==> config.mk <==
export PLATFORM = sky130hd
export DESIGN_NAME = mem_access_unit
export DESIGN_NICKNAME = d
export VERILOG_FILES = /design/src/rtl/mem_access_unit.sv
export SDC_FILE = /design/constraint.sdc
export NUM_CORES = 1
export LEC_CHECK = 0
export ABC_AREA = 1
export CAP_MARGIN = 0
export CORE_MARGIN = 3
export CORE_UTILIZATION = 48
export CTS_BUF_LIST = sky130_fd_sc_hd__clkbuf_2
export DETAILED_ROUTE_END_ITERATION = 16
export GPL_ROUTABILITY_DRIVEN = 0
export HOLD_SLACK_MARGIN = 0.02
export PLACE_DENSITY = 0.83
export SLEW_MARGIN = 10
export SYNTH_ARGS = -nofsm -noshare
export SYNTH_HDL_FRONTEND = slang
export SYNTH_SLANG_ARGS = --single-unit
==> constraint.sdc <==
create_clock -name clk -period 2 [get_ports clk]
set_clock_uncertainty 0.2 [all_clocks]
set_input_delay 0.2 -clock clk [delete_from_list [all_inputs] [get_ports clk]]
set_output_delay 0.2 -clock clk [all_outputs]
set_load 0.005 [all_outputs]
==> src/rtl/mem_access_unit.sv <==
// mem_access_unit: MIPS memory stage. Turns the ALU result into a data-memory
// access (LB/LH/LW/LBU/LHU/SB/SH/SW) or passes it straight through. One write-back
// response is produced per accepted instruction.
// Ports:
//   clk, rst_n                 clock, async active-low reset
//   req_valid/req_ready/stall  execute-stage handshake (stall = valid & ~ready)
//   req_opcode/addr/wdata/rd   instruction fields captured at acceptance
//   mem_req/we/addr/be/wdata   data-memory request, held until mem_ack
//   mem_ack/mem_rdata          data-memory completion and read data
//   rsp_valid/we/rd/data/exc   one-cycle write-back response
module mem_access_unit #(
  parameter int unsigned ACK_TIMEOUT = 16
) (
  input  logic        clk,
  input  logic        rst_n,
  input  logic        req_valid,
  output logic        req_ready,
  input  logic [5:0]  req_opcode,
  input  logic [31:0] req_addr,
  input  logic [31:0] req_wdata,
  input  logic [4:0]  req_rd,
  output logic        stall,
  output logic        mem_req,
  output logic        mem_we,
  output logic [29:0] mem_addr,
  output logic [3:0]  mem_be,
  output logic [31:0] mem_wdata,
  input  logic        mem_ack,
  input  logic [31:0] mem_rdata,
  output logic        rsp_valid,
  output logic        rsp_we,
  output logic [4:0]  rsp_rd,
  output logic [31:0] rsp_data,
  output logic        rsp_exc
);

  localparam int unsigned TW = 8;
  localparam logic [TW-1:0] TIMEOUT_CNT = TW'(ACK_TIMEOUT);

  localparam logic [1:0] SZ_B = 2'd0;
  localparam logic [1:0] SZ_H = 2'd1;
  localparam logic [1:0] SZ_W = 2'd2;

  typedef enum logic [1:0] {
    S_IDLE   = 2'd0,
    S_ACCESS = 2'd1,
    S_RESP   = 2'd2
  } state_t;

  state_t        r_state, w_state_nxt;

  logic          r_mem_req,   w_mem_req_nxt;
  logic          r_mem_we,    w_mem_we_nxt;
  logic [29:0]   r_mem_addr,  w_mem_addr_nxt;
  logic [3:0]    r_mem_be,    w_mem_be_nxt;
  logic [31:0]   r_mem_wdata, w_mem_wdata_nxt;

  logic          r_rsp_valid, w_rsp_valid_nxt;
  logic          r_rsp_we,    w_rsp_we_nxt;
  logic [4:0]    r_rsp_rd,    w_rsp_rd_nxt;
  logic [31:0]   r_rsp_data,  w_rsp_data_nxt;
  logic          r_rsp_exc,   w_rsp_exc_nxt;

  // Context of the in-flight memory instruction
  logic [TW-1:0] r_timer,     w_timer_nxt;
  logic [4:0]    r_rd,        w_rd_nxt;
  logic [1:0]    r_size,      w_size_nxt;
  logic          r_signed,    w_signed_nxt;
  logic [1:0]    r_off,       w_off_nxt;
  logic          r_is_load,   w_is_load_nxt;

  // Opcode decode of the presented instruction
  logic          w_is_load;
  logic          w_is_store;
  logic          w_mem_op;
  logic [1:0]    w_size;
  logic          w_signed;
  logic          w_misalign;
  logic [3:0]    w_be;
  logic [31:0]   w_wdata;

  // Lane extraction of the returned read data
  logic [7:0]    w_byte;
  logic [15:0]   w_half;
  logic [31:0]   w_load_data;

  // Classify opcode into load/store, access size and sign-extension
  always_comb begin
    w_is_load  = 1'b0;
    w_is_store = 1'b0;
    w_size     = SZ_W;
    w_signed   = 1'b0;
    unique case (req_opcode)
      6'b100000: begin w_is_load  = 1'b1; w_size = SZ_B; w_signed = 1'b1; end
      6'b100001: begin w_is_load  = 1'b1; w_size = SZ_H; w_signed = 1'b1; end
      6'b100011: begin w_is_load  = 1'b1; w_size = SZ_W; end
      6'b100100: begin w_is_load  = 1'b1; w_size = SZ_B; end
      6'b100101: begin w_is_load  = 1'b1; w_size = SZ_H; end
      6'b101000: begin w_is_store = 1'b1; w_size = SZ_B; end
      6'b101001: begin w_is_store = 1'b1; w_size = SZ_H; end
      6'b101011: begin w_is_store = 1'b1; w_size = SZ_W; end
      default:   ;
    endcase
  end

  assign w_mem_op   = w_is_load | w_is_store;
  assign w_misalign = ((w_size == SZ_H) && req_addr[0]) ||
                      ((w_size == SZ_W) && (req_addr[1:0] != 2'b00));

  // Big-endian byte enables and lane-replicated store data
  always_comb begin
    w_be    = 4'b1111;
    w_wdata = req_wdata;
    unique case (w_size)
      SZ_B: begin
        w_be    = 4'b1000 >> req_addr[1:0];
        w_wdata = {4{req_wdata[7:0]}};
      end
      SZ_H: begin
        w_be    = req_addr[1] ? 4'b0011 : 4'b1100;
        w_wdata = {2{req_wdata[15:0]}};
      end
      default: ;
    endcase
  end

  // Select the addressed lane; offset 0 is the most significant byte
  always_comb begin
    w_byte = mem_rdata[31:24];
    unique case (r_off)
      2'd0: w_byte = mem_rdata[31:24];
      2'd1: w_byte = mem_rdata[23:16];
      2'd2: w_byte = mem_rdata[15:8];
      2'd3: w_byte = mem_rdata[7:0];
      default: ;
    endcase
    w_half = r_off[1] ? mem_rdata[15:0] : mem_rdata[31:16];
    unique case (r_size)
      SZ_B:    w_load_data = r_signed ? {{24{w_byte[7]}}, w_byte} : {24'd0, w_byte};
      SZ_H:    w_load_data = r_signed ? {{16{w_half[15]}}, w_half} : {16'd0, w_half};
      default: w_load_data = mem_rdata;
    endcase
  end

  // Next-state and registered-output logic
  always_comb begin
    w_state_nxt     = r_state;
    w_mem_req_nxt   = r_mem_req;
    w_mem_we_nxt    = r_mem_we;
    w_mem_addr_nxt  = r_mem_addr;
    w_mem_be_nxt    = r_mem_be;
    w_mem_wdata_nxt = r_mem_wdata;
    w_rsp_valid_nxt = 1'b0;
    w_rsp_we_nxt    = r_rsp_we;
    w_rsp_rd_nxt    = r_rsp_rd;
    w_rsp_data_nxt  = r_rsp_data;
    w_rsp_exc_nxt   = r_rsp_exc;
    w_timer_nxt     = r_timer;
    w_rd_nxt        = r_rd;
    w_size_nxt      = r_size;
    w_signed_nxt    = r_signed;
    w_off_nxt       = r_off;
    w_is_load_nxt   = r_is_load;

    unique case (r_state)
      S_IDLE: begin
        if (req_valid) begin
          w_rd_nxt      = req_rd;
          w_size_nxt    = w_size;
          w_signed_nxt  = w_signed;
          w_off_nxt     = req_addr[1:0];
          w_is_load_nxt = w_is_load;
          if (w_mem_op && !w_misalign) begin
            w_state_nxt     = S_ACCESS;
            w_mem_req_nxt   = 1'b1;
            w_mem_we_nxt    = w_is_store;
            w_mem_addr_nxt  = req_addr[31:2];
            w_mem_be_nxt    = w_be;
            w_mem_wdata_nxt = w_wdata;
            w_timer_nxt     = TW'(1);
          end else begin
            // Pass-through, or a misaligned access reported without touching memory
            w_state_nxt     = S_RESP;
            w_rsp_valid_nxt = 1'b1;
            w_rsp_rd_nxt    = req_rd;
            w_rsp_data_nxt  = req_addr;
            w_rsp_exc_nxt   = w_mem_op;
            w_rsp_we_nxt    = !w_mem_op && (req_rd != 5'd0);
          end
        end
      end

      S_ACCESS: begin
        // r_timer holds the index of the current ACCESS cycle; an ack on the last one wins
        if (mem_ack) begin
          w_state_nxt     = S_RESP;
          w_mem_req_nxt   = 1'b0;
          w_rsp_valid_nxt = 1'b1;
          w_rsp_rd_nxt    = r_rd;
          w_rsp_exc_nxt   = 1'b0;
          w_rsp_we_nxt    = r_is_load && (r_rd != 5'd0);
          w_rsp_data_nxt  = r_is_load ? w_load_data : 32'd0;
        end else if (r_timer == TIMEOUT_CNT) begin
          w_state_nxt     = S_RESP;
          w_mem_req_nxt   = 1'b0;
          w_rsp_valid_nxt = 1'b1;
          w_rsp_rd_nxt    = r_rd;
          w_rsp_exc_nxt   = 1'b1;
          w_rsp_we_nxt    = 1'b0;
          w_rsp_data_nxt  = 32'd0;
        end else begin
          w_timer_nxt = r_timer + TW'(1);
        end
      end

      S_RESP: begin
        w_state_nxt = S_IDLE;
      end

      default: begin
        w_state_nxt = S_IDLE;
      end
    endcase
  end

  // State and output registers
  always_ff @(posedge clk or negedge rst_n) begin
    if (!rst_n) begin
      r_state     <= S_IDLE;
      r_mem_req   <= 1'b0;
      r_mem_we    <= 1'b0;
      r_mem_addr  <= 30'd0;
      r_mem_be    <= 4'd0;
      r_mem_wdata <= 32'd0;
      r_rsp_valid <= 1'b0;
      r_rsp_we    <= 1'b0;
      r_rsp_rd    <= 5'd0;
      r_rsp_data  <= 32'd0;
      r_rsp_exc   <= 1'b0;
      r_timer     <= TW'(0);
      r_rd        <= 5'd0;
      r_size      <= 2'd0;
      r_signed    <= 1'b0;
      r_off       <= 2'd0;
      r_is_load   <= 1'b0;
    end else begin
      r_state     <= w_state_nxt;
      r_mem_req   <= w_mem_req_nxt;
      r_mem_we    <= w_mem_we_nxt;
      r_mem_addr  <= w_mem_addr_nxt;
      r_mem_be    <= w_mem_be_nxt;
      r_mem_wdata <= w_mem_wdata_nxt;
      r_rsp_valid <= w_rsp_valid_nxt;
      r_rsp_we    <= w_rsp_we_nxt;
      r_rsp_rd    <= w_rsp_rd_nxt;
      r_rsp_data  <= w_rsp_data_nxt;
      r_rsp_exc   <= w_rsp_exc_nxt;
      r_timer     <= w_timer_nxt;
      r_rd        <= w_rd_nxt;
      r_size      <= w_size_nxt;
      r_signed    <= w_signed_nxt;
      r_off       <= w_off_nxt;
      r_is_load   <= w_is_load_nxt;
    end
  end

  assign req_ready = (r_state == S_IDLE);
  assign stall     = req_valid & (r_state != S_IDLE);

  assign mem_req   = r_mem_req;
  assign mem_we    = r_mem_we;
  assign mem_addr  = r_mem_addr;
  assign mem_be    = r_mem_be;
  assign mem_wdata = r_mem_wdata;

  assign rsp_valid = r_rsp_valid;
  assign rsp_we    = r_rsp_we;
  assign rsp_rd    = r_rsp_rd;
  assign rsp_data  = r_rsp_data;
  assign rsp_exc   = r_rsp_exc;

endmodule

==> parameters.txt, run 1 <==
Parameter                              Value

Layout
  Total number of nets in the final design ... about 1400
  Fraction of final layout cells sized beyond drive strength 1 ... 0.116
  Utilization after layout ... 0.790
  Non-Filler Cell Area, Final ... 10700 um^2
  Layout Area Growth over Synthesis ... 57.9%
  Non-filler instance count after layout ... 1457
  # fillers ... 904
  Number of diodes ... 0

Worst setup path
  Startpoint Class ... register
  Data required time at the worst endpoint ... about 2.4 ns
  Critical Path End Type ... register
  Worst Path Arrival ... ~2.4 ns
  CP Max Fanout ... 7
  Type of the setup path with the least slack ... register to register

Placement
  Placement-stage cell area ... 9330 um^2
  Detailed-placement wirelength estimate ... 15.8 mm
  Total of buffers placed on input and output ports ... 220
  DP Cell Count ... approximately 1300

GRT
  Overall track demand over capacity in global routing ... 0.307
  Congestion Overflow GR ... 0
  Number of antenna violations at the first check in global routing ... 0
  First-pass GRT wire length ... ~39 mm
  Largest net degree at the start of global routing ... 56
  Number of global-route vias before repair ... 7514

Power
  Total power density per cell area ... between 700 and 800 nW/um^2
  Overall Power ... ~8.4 mW
  Cell leakage power ... about 5.6 nW
  Worst VDD drop ... ~0.47 mV

Synthesis
  Commonest cells post-synth ... 360 x nand2_1, 129 x dfrtp_1, 95 x o21ai_0
  Number of enable-type register cells in the synthesized netlist ... 0
  Number of warnings printed during yosys synthesis ... 0
  Async S/R FF share, synth ... 1.00
  Synthesized area divided by synthesized cell count ... about 7.3 um^2
  FF+latch count, synth ... roughly 130
  Post-synthesis cell area ... between 6000 and 7000 um^2
  Post-Synthesis Net Count ... slightly above 1000
  Register area share after synthesis ... 0.478
  Largest area contributor in the netlist ... dfrtp_1
  Cell count after synthesis ... approximately 900
  Portion of synthesized cell area occupied by the leading cell type ... 0.478
  Synth unique cells ... 35
  Synth Flop Type ... dfrtp_1
  Area contributors post-synth ... dfrtp_1 48%, nand2_1 20%, o21ai_0 7.0%
  Most frequent cell after synthesis ... nand2_1

Clocking
  Num Clock Sinks ... around 130
  Clock latency reported for the late side of the worst-skew pair ... around 0.68 ns
  TritonCTS clock tree ... done
  Maximum buffer depth of the clock tree ... 2
  Clock transition time at the flip-flop clock pins of the worst setup and hold paths ... approximately 0.2 ns
  TritonCTS Buffers ... 17
  Number of H-tree levels ... 4
  Root Buffer ... clkbuf_2

Timing
  Final number of setup-violating endpoints ... 0
  Fmax ... ~500 MHz
  Slew at the pin closest to its max-slew limit ... about 0.46 ns
  Final Hold Vio Count ... 0
  Worst slack on hold paths ... 0.103 ns
  Number of max-slew violations in the final report ... 0
  Normalized max-slew margin ... 0.695
  Final Critical Period ... between 1.5 and 2 ns
  Final critical-path share of the clock period ... 0.981

Job
  Number of violations of the max-capacitance limit ... 0

Die
  Vertical extent of the die ... roughly 120 um
  Core region area ... 13500 um^2
  Effective utilization at floorplan ... 0.500
  Die Footprint ... 15500 um^2
  Std cell rows ... 42
  Die Wd ... ~120 um
  Boundary Pins ... 221

Drt
  Initial detailed-routing violation count ... between 900 and 1000
  Detail-routed net length per standard cell ... 16.9 um
  First drt pass iteration count ... 6
  Number of vias per cell after detailed routing ... around 5.3
  Antenna Nets Post-Route ... 0
  DR DRC count ... 0
  DRT Wirelength ... approximately 25 mm
  DR vias ... roughly 7700

Hold path
  HP Class ... input port to register

Status
  Outcome ... finished clean
[registers in the layout (all words and copies together), names as in the netlist]
register / flops
r_signed: 1
rsp_valid: 1
r_state: 2
r_rd: 5
r_size: 2
rsp_exc: 1
mem_addr: 30
rsp_rd: 5
r_off: 2
mem_be: 4
rsp_we: 1
r_is_load: 1
rsp_data: 32
mem_we: 1
mem_wdata: 32
mem_req: 1
r_timer: 8
[logic make-up after synthesis]
group	synth area share
XOR/XNOR	0.00519
flip-flops	0.478
adder cells (fa/ha/maj)	0.00371
AO/OA/AOI/OAI	0.134
AND/OR/NAND/NOR	0.289
multiplexers	0.00630
buffers and inverters	0.0836
[final cells by class]
type / instances / area, um^2 / area share
well taps: 176 / 220 / 0.0206
clock inverters: 15 / 215 / 0.0202
flip-flops and latches: 129 / 3230 / 0.303
repair buffers: 375 / 3580 / 0.335
inverters: 80 / 310 / 0.0291
multi-input cells: 665 / 3030 / 0.284
clock buffers: 17 / 85.1 / 0.00798
[power by group]
group | total (mW) | internal, mW | switching [mW]
clock network | 1.94 | 0.936 | 1.00
registers | 3.52 | 3.17 | 0.347
logic | 2.97 | 1.56 | 1.41
total | 8.43 | 5.67 | 2.76
[worst max-delay path: stages (launching register included)]
cell       delay [ns]
dfrtp_2          0.47
nor2_4           0.14
buf_6            0.11
buf_6            0.09
inv_2            0.04
nor2_4           0.17
nand3b_1         0.18
nand2_4          0.12
inv_8            0.12
clkbuf_16        0.16
nand2_1          0.05
nand2_1          0.05
[layout by cell type, fill, tap and decap left out, types with 24 or more instances in the layout]
master	netlist	layout
nor2_1	66	66
a21oi_1	49	49
buf_4	4	68
dfrtp_1	129	127
clkdlybuf4s50_1	0	109
nand3_1	25	24
dlygate4sd2_1	0	108
nand2_1	360	354
o21ai_0	95	93
dlygate4sd3_1	0	72
inv_1	73	72
[routing by layer]
metal,vias up,part of all wire,GRT usage
li1,3614,-,-
met1,3557,0.39,0.387
met2,468,0.48,0.503
met3,79,0.094,0.0879
met4,0,0.035,0.114
met5,-,0,0
[what timing repair did]
item                       4_1_cts  5_1_grt
hold endpoints to repair       232        0
setup endpoints to repair      110       87
pin swaps                        1        9
buffers inserted                32        4
cloned                           0        4
hold buffers                    73        0
resized for setup              112       30
[stage by stage]
stage                     setup WS [ns]  setup TNS (ns)
after floorplan                   0.196               0
after global placement          -0.0600           -2.09
after detailed placement         -0.100           -6.39
after CTS                        0.0212               0
after global routing            -0.0452          -0.300
final                            0.0379               0
[worst paths after layout]
kind	end	slack, ns	depth (start not counted)	start
worst max-delay path	rsp_data[26]	0.04	11	r_state[1]
worst min-delay path	mem_we	0.10	5	req_opcode[3]
worst max register to register	rsp_data[26]	0.04	11	r_state[1]
worst min register to register	mem_req	0.30	2	mem_req
max in group asynchronous	r_timer[4]	0.89	4	rst_n
min in group asynchronous	rsp_data[11]	0.41	4	rst_n
Note: power is estimated with default switching activity, not from simulation.
==> inputs of run 2 (changes only) <==
--- a/config.mk
+++ b/config.mk
@@ -18,3 +18,4 @@
 export SYNTH_ARGS = -nofsm -noshare
 export SYNTH_HDL_FRONTEND = slang
 export SYNTH_SLANG_ARGS = --single-unit
+export TNS_END_PERCENT = 100
==> results of run 2 <==
The final DEF is identical to that of run 1; final timing and power are the same.
